## src/rtl/lsu_pkg.sv

```systemverilog
// Shared definitions for the load/store unit: RV32I width codes, FSM states
// and the request legality check.
package lsu_pkg;

    localparam logic [2:0] F3_B  = 3'b000;
    localparam logic [2:0] F3_H  = 3'b001;
    localparam logic [2:0] F3_W  = 3'b010;
    localparam logic [2:0] F3_BU = 3'b100;
    localparam logic [2:0] F3_HU = 3'b101;

    localparam int LSU_MEM_WORDS = 64;

    typedef enum logic [1:0] {
        S_IDLE,
        S_RD,
        S_WR,
        S_RESP
    } lsu_state_t;

    // Width/alignment fault for a request; the range check lives in the top
    // because it depends on the memory depth parameter.
    function automatic logic req_fault(input logic we, input logic [2:0] funct3,
                                       input logic [1:0] addr_lo);
        logic fault;
        case (funct3)
            F3_B:    fault = 1'b0;
            F3_H:    fault = addr_lo[0];
            F3_W:    fault = (addr_lo != 2'b00);
            F3_BU:   fault = we;
            F3_HU:   fault = we | addr_lo[0];
            default: fault = 1'b1;
        endcase
        return fault;
    endfunction

endpackage

```

## src/rtl/lsu_align.sv

```systemverilog
// Lane steering for the load/store unit: load extraction with sign/zero
// extension and the read-modify-write merge for sub-word stores.
module lsu_align
    import lsu_pkg::*;
(
    input  logic [31:0] word,
    input  logic [31:0] wdata,
    input  logic [1:0]  addr_lo,
    input  logic [2:0]  funct3,
    output logic [31:0] rdata,
    output logic [31:0] merged
);

    logic [7:0]  byte_lane;
    logic [15:0] half_lane;

    // NOTE: every output of a combinational block gets a default first so no
    // path through the case statements can infer a latch.
    always_comb begin
        byte_lane = 8'h00;
        case (addr_lo)
            2'd0: byte_lane = word[7:0];
            2'd1: byte_lane = word[15:8];
            2'd2: byte_lane = word[23:16];
            2'd3: byte_lane = word[31:24];
            default: byte_lane = 8'h00;
        endcase
        half_lane = addr_lo[1] ? word[31:16] : word[15:0];

        rdata = 32'h0;
        case (funct3)
            F3_B:    rdata = {{24{byte_lane[7]}}, byte_lane};
            F3_BU:   rdata = {24'h0, byte_lane};
            F3_H:    rdata = {{16{half_lane[15]}}, half_lane};
            F3_HU:   rdata = {16'h0, half_lane};
            F3_W:    rdata = word;
            default: rdata = 32'h0;
        endcase
    end

    always_comb begin
        merged = word;
        case (funct3)
            F3_B: begin
                case (addr_lo)
                    2'd0: merged[7:0]   = wdata[7:0];
                    2'd1: merged[15:8]  = wdata[7:0];
                    2'd2: merged[23:16] = wdata[7:0];
                    2'd3: merged[31:24] = wdata[7:0];
                    default: merged = word;
                endcase
            end
            F3_H: begin
                if (addr_lo[1]) merged[31:16] = wdata[15:0];
                else            merged[15:0]  = wdata[15:0];
            end
            F3_W:    merged = wdata;
            default: merged = word;
        endcase
    end

endmodule

```

## src/rtl/load_store_unit.sv

```systemverilog
// Sequential load/store unit: one access per handshake, alignment and range
// checking, load extension and read-modify-write for sub-word stores.
module load_store_unit
    import lsu_pkg::*;
#(
    parameter int MEM_WORDS = LSU_MEM_WORDS
) (
    input  logic        clk,
    input  logic        rst_n,
    input  logic        req_valid,
    output logic        req_ready,
    input  logic        req_we,
    input  logic [2:0]  req_funct3,
    input  logic [31:0] req_addr,
    input  logic [31:0] req_wdata,
    output logic        resp_valid,
    output logic [31:0] resp_rdata,
    output logic        resp_err,
    output logic        mem_we,
    output logic [31:0] mem_addr,
    output logic [31:0] mem_wd,
    input  logic [31:0] mem_rd
);

    lsu_state_t  state;
    logic [31:0] addr_q;
    logic [2:0]  funct3_q;
    logic        we_q;
    logic [31:0] wdata_q;
    logic [31:0] word_q;

    logic        req_bad;
    logic [31:0] align_word;
    logic [31:0] align_rdata;
    logic [31:0] align_merged;

    assign req_bad = req_fault(req_we, req_funct3, req_addr[1:0])
                   | (req_addr[31:2] >= 30'(MEM_WORDS));

    // During RD the fresh memory word is steered through; otherwise the
    // captured word keeps mem_wd stable and zero out of reset.
    assign align_word = (state == S_RD) ? mem_rd : word_q;

    lsu_align u_align (
        .word    (align_word),
        .wdata   (wdata_q),
        .addr_lo (addr_q[1:0]),
        .funct3  (funct3_q),
        .rdata   (align_rdata),
        .merged  (align_merged)
    );

    assign req_ready = (state == S_IDLE);
    assign mem_we    = (state == S_WR);
    assign mem_addr  = {addr_q[31:2], 2'b00};
    assign mem_wd    = align_merged;

    // NOTE: state uses non-blocking assignments so every register samples
    // pre-edge values; the async reset clears the write strobe immediately.
    always_ff @(posedge clk or negedge rst_n) begin
        if (!rst_n) begin
            state      <= S_IDLE;
            addr_q     <= 32'h0;
            funct3_q   <= 3'b000;
            we_q       <= 1'b0;
            wdata_q    <= 32'h0;
            word_q     <= 32'h0;
            resp_valid <= 1'b0;
            resp_rdata <= 32'h0;
            resp_err   <= 1'b0;
        end else begin
            resp_valid <= 1'b0;
            case (state)
                S_IDLE: begin
                    if (req_valid) begin
                        addr_q   <= req_addr;
                        funct3_q <= req_funct3;
                        we_q     <= req_we;
                        wdata_q  <= req_wdata;
                        if (req_bad) begin
                            resp_valid <= 1'b1;
                            resp_err   <= 1'b1;
                            resp_rdata <= 32'h0;
                            state      <= S_RESP;
                        end else if (req_we && req_funct3 == F3_W) begin
                            state <= S_WR;
                        end else begin
                            state <= S_RD;
                        end
                    end
                end
                S_RD: begin
                    word_q <= mem_rd;
                    if (we_q) begin
                        state <= S_WR;
                    end else begin
                        resp_valid <= 1'b1;
                        resp_err   <= 1'b0;
                        resp_rdata <= align_rdata;
                        state      <= S_RESP;
                    end
                end
                S_WR: begin
                    resp_valid <= 1'b1;
                    resp_err   <= 1'b0;
                    resp_rdata <= 32'h0;
                    state      <= S_RESP;
                end
                S_RESP:  state <= S_IDLE;
                default: state <= S_IDLE;
            endcase
        end
    end

endmodule

```

## config.mk

```make
export PLATFORM = sky130hd
export DESIGN_NAME = load_store_unit
export DESIGN_NICKNAME = d
export VERILOG_FILES = /design/src/rtl/lsu_pkg.sv /design/src/rtl/lsu_align.sv /design/src/rtl/load_store_unit.sv
export SDC_FILE = /design/constraint.sdc
export NUM_CORES = 1
export LEC_CHECK = 0
export ABC_AREA = 1
export CAP_MARGIN = 20
export CELL_PAD_IN_SITES_DETAIL_PLACEMENT = 1
export CELL_PAD_IN_SITES_GLOBAL_PLACEMENT = 2
export CORE_ASPECT_RATIO = 0.9
export CORE_MARGIN = 4
export CORE_UTILIZATION = 24
export CTS_CLUSTER_DIAMETER = 150
export DETAILED_ROUTE_END_ITERATION = 7
export GPL_ROUTABILITY_DRIVEN = 0
export PLACE_DENSITY = 0.76
export SLEW_MARGIN = 10
export SYNTH_ARGS = -nofsm -noshare
export SYNTH_HDL_FRONTEND = slang
export SYNTH_HIERARCHICAL = 1
export SYNTH_SLANG_ARGS = --single-unit
```

## constraint.sdc

```tcl
create_clock -name clk -period 2.36 [get_ports clk]
set_input_delay 0.59 -clock clk [delete_from_list [all_inputs] [get_ports clk]]
set_output_delay 0.59 -clock clk [all_outputs]
set_load 0.005 [all_outputs]
```

==> results.md, run 1 <==
- Vias: between 9000 and 10000
- Final Setup Violations: 58
- Routed wire length per instance: roughly 17 µm
- Top-Level Pins: between 200 and 250
- Slowest-stage cell, CP: dfrtp_1
- Failing checks: negative setup slack
- Switching power: between 9 and 10 mW
- Fin area: 0.0129 mm²
- Cell Count, Final, Fillers Out: roughly 2100
- Unique cell type count in the Yosys netlist: 28
- Final hold violation count: 0
- Worst-path clk slew: roughly 0.060 ns
- TritonCTS clock tree: yes
- Antenna Nets Post-Route: 0
- Placed Instances: about 2000
- Core area: ~0.035 mm²
- Final layout net count: 1683
- Fmax: ~0.33 GHz
- Slew Viols, Final: 0
- Clock skew: roughly 0.014 ns
- Power Total: 20.5 mW
- Share of cells above drive strength 1: between 20% and 30%
- Initial antenna violation count: 1
- Kind of critical path: flip-flop to output port
- Slew headroom: 65.5%
- Sw frac: 44.8%
- Core Util, Final: between 30% and 40%
- Crit Path Max Fanout: 5
- # Max-Cap Violations: 0
- Req. time, crit path: 1.77 ns
- Post-Route WL: 35900 µm
- Hpwl dp: about 26000 µm
- Synth Warn #: 6
- EDFF count, synth: 0
- Dominant synthesized flop cell: dfrtp_1
- Vias in the first global route: about 9800
- Sequential power share: 19.3%
- Synth top area cells: dfrtp_1 (39%), nand2_1 (27%), nand3_1 (6.9%), inv_1 (6.1%), nor2_1 (4.9%)
- Crit path from: state[1]
- Seq/Total Area, Yosys: between 30% and 40%
- Post-DP Area: 0.0115 mm²
- Measured slew at the worst slew-check pin: between 0.5 and 0.6 ns
- CTS buffer count: 17
- Synth Register Bits: 136
- PD cells: 1590 mW/mm²
- RSZ-0062 raised after global routing: true
- Average cell area after synthesis: 6.57 µm²
- Fin crit period: around 3.0 ns
- DR iter-0 viols: between 400 and 500
- Hold Path Class: input pin to async pin
- Dpl ws: -0.607 ns
- Worst VDD drop: ~0.00070 V
- Synth cell count leaders: nand2_1 (620), inv_1 (141), dfrtp_1 (136)
- Worst path arrival time: about 2.4 ns
- Hold Slack: between 0.07 and 0.08 ns
- Int Power: 11.3 mW
- Fin crit share: 127%
- Setup crit end kind: output port
- Crit-path cells: inv_2, ha_4, buf_6, buf_16, buf_12, mux2_4, inv_2, nand2_1, nand2_1, nor2_1, nor2_1, nand3_1, buf_2
- Ys async rst share: 100%
- Leak pwr: 6.90 nW
- Setup TNS Final: -21.12 ns
- Std-Cell Rows: 65
- Vias per cell: ~4.4
- H-tree depth: 4
- Worst setup margin: -0.626 ns
- Post-synthesis cell count: 1313
- Initial core utilization: between 20 and 25%
- Crit-path max cell delay: about 0.40 ns
- Port Buffers: 200
- Start of the worst register-to-register path: state[1]
- Die X: 208 µm
- Root Driver: clkbuf_16
- Total track usage: approximately 18%
- Top cell type's share of synthesized area: 39.5%
- Worst-Skew Late Latency: about 0.45 ns
- Setup crit start kind: flip-flop
- Sink Count: ~140
- Global-route wire length before repair: around 56000 µm
- Reg2Reg Depth: 17
- DRC violations left: 0
- Largest net degree at the start of global routing: 60
- Clk pwr share: roughly 14%
- CTS Buffer Depth: 2
- Die H: 188 µm
- Combinational Power Share: around two thirds
- Most common cell in the netlist: nand2_1
- Layout overhead on the synthesized area: 50.1%
- Remaining Overflow, GRT: 0
- Worst R2R Setup Slack: -0.24 ns
- First-pass iteration count of the detailed router: 5
- Reg2reg end: resp_rdata[10]
- Synth Cell Area: 0.00862 mm²
- Status: finished, violations left
- Die area: 0.0390 mm²
- Largest area contributor in the netlist: dfrtp_1
==> power groups by stage <==
stage	Clock, mW	Sequential [mW]	Combinational, mW
2_1_floorplan	0	3.87	6.38
6_report	2.93	3.97	13.6
4_1_cts	3.03	3.97	13.2
3_3_place_gp	0	3.94	12.1
3_5_place_dp	0	3.98	12.2
5_1_grt	3.12	4.11	15.0
==> worst max-delay path, delay by kind of cell, from the launching register on <==
kind	cells	cell delay, ns
fa+ha+maj	1	0.19
buf+inv	6	0.69
flops	1	0.40
mux	1	0.34
simple gates	5	0.33
==> sequential cells by signal, indices dropped and copies added (netlist names) <==
| register | count |
|---|---|
| we_q | 1 |
| resp_err | 1 |
| addr_q | 32 |
| wdata_q | 32 |
| resp_rdata | 32 |
| funct3_q | 3 |
| state | 2 |
| resp_valid | 1 |
| word_q | 32 |
==> how the worst max path moves through the flow <==
stage	depth (start not counted)	endpoint
2_1_floorplan	11	mem_wd[15]
3_5_place_dp	9	mem_wd[13]
3_3_place_gp	9	mem_wd[13]
4_1_cts	13	mem_wd[30]
5_1_grt	13	mem_wd[8]
6_report	13	mem_wd[30]
==> repair_timing <==
action                     4_1_cts  5_1_grt
pin swaps                       35       57
buffers inserted                33        6
setup endpoints to repair       58       64
hold buffers                     0        0
gates resized for setup        234       81
gates cloned                     5        1
==> layer usage <==
| layer | routed length, µm | track usage (%) |
|---|---|---|
| met5 | 13 | 0 |
| met4 | 626 | 4.77 |
| met3 | 1760 | 4.30 |
| met2 | 17700 | 31.6 |
| met1 | 15900 | 23.3 |
==> cells in the final DEF (no fill, tap or decap), drive strengths merged <==
| cell type | instances |
|---|---|
| clkinvlp | 4 |
| nand4 | 2 |
| buf | 164 |
| dlygate4sd2 | 1 |
| nand2 | 625 |
| clkbuf | 22 |
| conb | 2 |
| bufinv | 4 |
| clkdlybuf4s15 | 1 |
| clkinv | 2 |
| o21ai | 26 |
| clkdlybuf4s50 | 165 |
| nand3 | 121 |
| dfrtp | 136 |
| a211oi | 1 |
| o21bai | 1 |
| inv | 147 |
| ha | 5 |
| mux2 | 32 |
| nand3b | 1 |
| diode | 1 |
| nor2 | 121 |
| a21oi | 3 |
==> cell type report <==
cell class              count  area (µm²)
repair buffers            334        3230
diodes                      1        2.50
clock buffers              19         453
well taps                 469         587
multi-input cells         940        4510
fillers                  4346       22300
inverters                 146         581
flip-flops and latches    136        3400
clock inverters            11         173
==> cells by family (layout without fill, tap and decap cells) <==
logic type | Yosys count | in the layout | share of synthesized area (%)
AO/OA/AOI/OAI | 31 | 31 | 2.00
adder cells (fa/ha/maj) | 5 | 5 | 0.726
buffers and inverters | 238 | 510 | 12.9
flip-flops | 136 | 136 | 39.5
multiplexers | 32 | 32 | 4.18
other | 1 | 3 | 0.0435
AND/OR/NAND/NOR | 870 | 870 | 40.6
(Power assumes the default switching activity.)
==> inputs of run 2 (changes only) <==
Settings changed: ABC_AREA 1 to unset, CORE_UTILIZATION 24 to 27.
==> run 2 against run 1 <==
Global-route usage shrank 0.19 points. Non-clock buffer count increased by 27. Sequential power grew 5.8%. Worst hold slack improved by 0.048 ns. Count of clock-buffer cells in the layout is the same. The flow still finishes with violations (negative setup slack). Register-to-register slack worse by 0.12 ns. Clock power is essentially flat. Sequential share of layout area increased by 2.6 points. Critical path type unchanged. Cell area is 9.0% lower. Critical endpoint is now mem_wd[12]. Critical path depth fell by 5. Via count shrank 30%.
==> results.md, run 2 <==
- Combinational family with the most area after synthesis: multiplexers
- Sink Count: 136
- Fmax: roughly 0.35 GHz
- Req. time, crit path: approximately 1.8 ns
- Ys async rst share: between 90% and 100%
- Top-Level Pins: just over 200
- Vias per cell: around 4.8
- Most common cell in the netlist: dfrtp_1
- Routed wire length per instance: approximately 20 µm
- Measured slew at the worst slew-check pin: about 0.51 ns
- Initial core utilization: roughly 28%
- Synth Area in Simple Gates: under 10%
- Worst-Skew Late Latency: ~0.42 ns
- Worst-path clk slew: around 0.060 ns
- # Max-Cap Violations: 0
- Synth top area cells: dfrtp_1 (47%), mux2_2 (18%), buf_4 (4.0%), o21ai_0 (3.8%), o21ai_2 (3.4%)
- Kind of critical path: flip-flop to output port
- Dominant synthesized flop cell: dfrtp_1
- Worst setup margin: -0.484 ns
- Antenna Nets Post-Route: 0
- Dpl ws: -0.497 ns
- Synth cell count leaders: dfrtp_1 (136), mux2_2 (117), o21ai_0 (55)
- Worst VDD drop: roughly 0.00064 V
- Share of cells above drive strength 1: around 46%
- Vias in the first global route: around 6800
- First-pass iteration count of the detailed router: 5
- Placed Instances: ~1200
- Synth Cell Area: between 0.007 and 0.008 mm²
- Synth Area in XOR/XNOR: 0%
- Leak pwr: ~5.2 nW
- Clock skew: between 0.008 and 0.009 ns
- Average cell area after synthesis: between 10 and 15 µm²
- Post-Synth Adder-Cell Area: less than 1%
- Cell Count, Final, Fillers Out: 1320
- Hold Path Class: input pin to async pin
- H-tree depth: 4
- Final layout net count: around 1100
- Post-Route WL: approximately 27000 µm
- Worst path arrival time: about 2.3 ns
- Failing checks: negative setup slack
- CTS Buffer Depth: 2
- GRT met2 Usage: 29.5%
- Synth Warn #: 6
- Setup crit end kind: output port
- Slew Viols, Final: 0
- Fin crit share: 121%
- Unique cell type count in the Yosys netlist: 49
- Total track usage: a little under a fifth
- Commonest non-fill, non-tap cell in the layout: clkdlybuf4s50_1
- Port Buffers: 200
- Die X: between 150 and 200 µm
- Fin area: between 0.01 and 0.015 mm²
- Fin crit period: approximately 2.8 ns
- Root Driver: clkbuf_16
- Vias: between 6000 and 7000
- Crit path from: state[1]
- Largest area contributor in the netlist: dfrtp_1
- Start of the worst register-to-register path: state[0]
- Setup crit start kind: flip-flop
- Post-DP Area: 0.0102 mm²
- Die area: 0.0296 mm²
- PD cells: 1630 mW/mm²
- Initial antenna violation count: 1
- Final Setup Violations: 58
- Largest net degree at the start of global routing: between 40 and 50
- Slew headroom: approximately two thirds
- Top cell type's share of synthesized area: 46.8%
- Std-Cell Rows: 56
- Crit Path Max Fanout: 8
- CTS buffer count: 17
- Setup TNS Final: -17.84 ns
- Global-route wire length before repair: ~42000 µm
- Mux cell area share after synthesis: between 15 and 20%
- Grt peak-use layer: met2
- Hpwl dp: ~20000 µm
- DRC violations left: 0
- Die H: ~160 µm
- Seq/Total Area, Yosys: between 40 and 50%
- Layout overhead on the synthesized area: 62.0%
- EDFF count, synth: 0
- Met3 usage in global routing: 4.07%
- Final hold violation count: 0
- TritonCTS clock tree: yes
- Compound-Gate Fraction of Synth Area: 16.1%
- DR iter-0 viols: 371
- Remaining Overflow, GRT: 0
- RSZ-0062 raised after global routing: true
- Post-cts hold buffer count: 0
- GR Util met1: approximately a quarter
- Post-synthesis cell count: between 600 and 700
- Core area: approximately 0.026 mm²
- Synth Register Bits: 136
- Most frequent cells in the layout: clkdlybuf4s50_1 (160), dfrtp_1 (135), buf_4 (123)
- Status: finished, violations left
-- run 2: logic make-up after synthesis --
logic type | Yosys count
AO/OA/AOI/OAI | 167
adder cells (fa/ha/maj) | 5
buffers and inverters | 93
flip-flops | 136
multiplexers | 126
other | 1
AND/OR/NAND/NOR | 129
-- run 2: what timing repair did --
| action | CTS | global route |
|---|---|---|
| resized for setup | 256 | 40 |
| buffers inserted | 36 | 9 |
| setup endpoints to repair | 67 | 65 |
| pin swaps | 39 | 29 |
| gates cloned | 5 | 0 |
-- run 2: critical path, cell delays in order (launching register included) --
cell and delay [ns]:
dfrtp_1 0.38, inv_2 0.08, ha_4 0.20, buf_8 0.16, buf_6 0.11, mux2_4 0.29
a222oi_1 0.41, inv_1 0.07, buf_2 0.13
-- run 2: area by class of cell --
class,count,area [µm²]
Fill cell,2832,14500
Multi-Input combinational cell,429,3790
Timing Repair Buffer,361,3460
Sequential cell,136,3400
Clock buffer,19,443
Tap cell,348,435
Clock inverter,13,193
Inverter,13,51.3
Antenna cell,1,2.50
-- run 2: where the power goes --
part | internal (mW) | total, mW | switching [mW]
combinational | 6.64 | 12.1 | 5.45
sequential | 3.48 | 4.20 | 0.719
clock | 1.81 | 2.91 | 1.10
total | 11.9 | 19.2 | 7.27
-- run 2: routing by layer --
metal	share of wire, %	vias to the layer above	wire length [µm]
li1	-	2969	-
met1	45	3179	12200
met2	48	167	13000
met3	4.5	27	1210
met4	1.8	0	480
met5	0	-	0
-- run 2: through the flow --
stage,power (mW),hold WS (ns),util (%)
final,19.2,0.118,44.8
after global routing,20.4,0.133,44.8
after CTS,18.9,0.125,44.1
after detailed placement,14.5,0.492,39.0
after global placement,14.3,0.482,39.0
after floorplan,9.40,0.294,-
-- run 2: final timing paths --
path                                       end  slack [ns]  cells after the start
worst max register to register  resp_rdata[17]       -0.36                     14
worst min register to register     wdata_q[16]        0.50                      1
worst min-delay path                addr_q[22]        0.12                      1
worst max-delay path                mem_wd[12]       -0.48                      8
max in group asynchronous       resp_rdata[27]        1.64                      2
min in group clk                   wdata_q[16]        0.50                      1
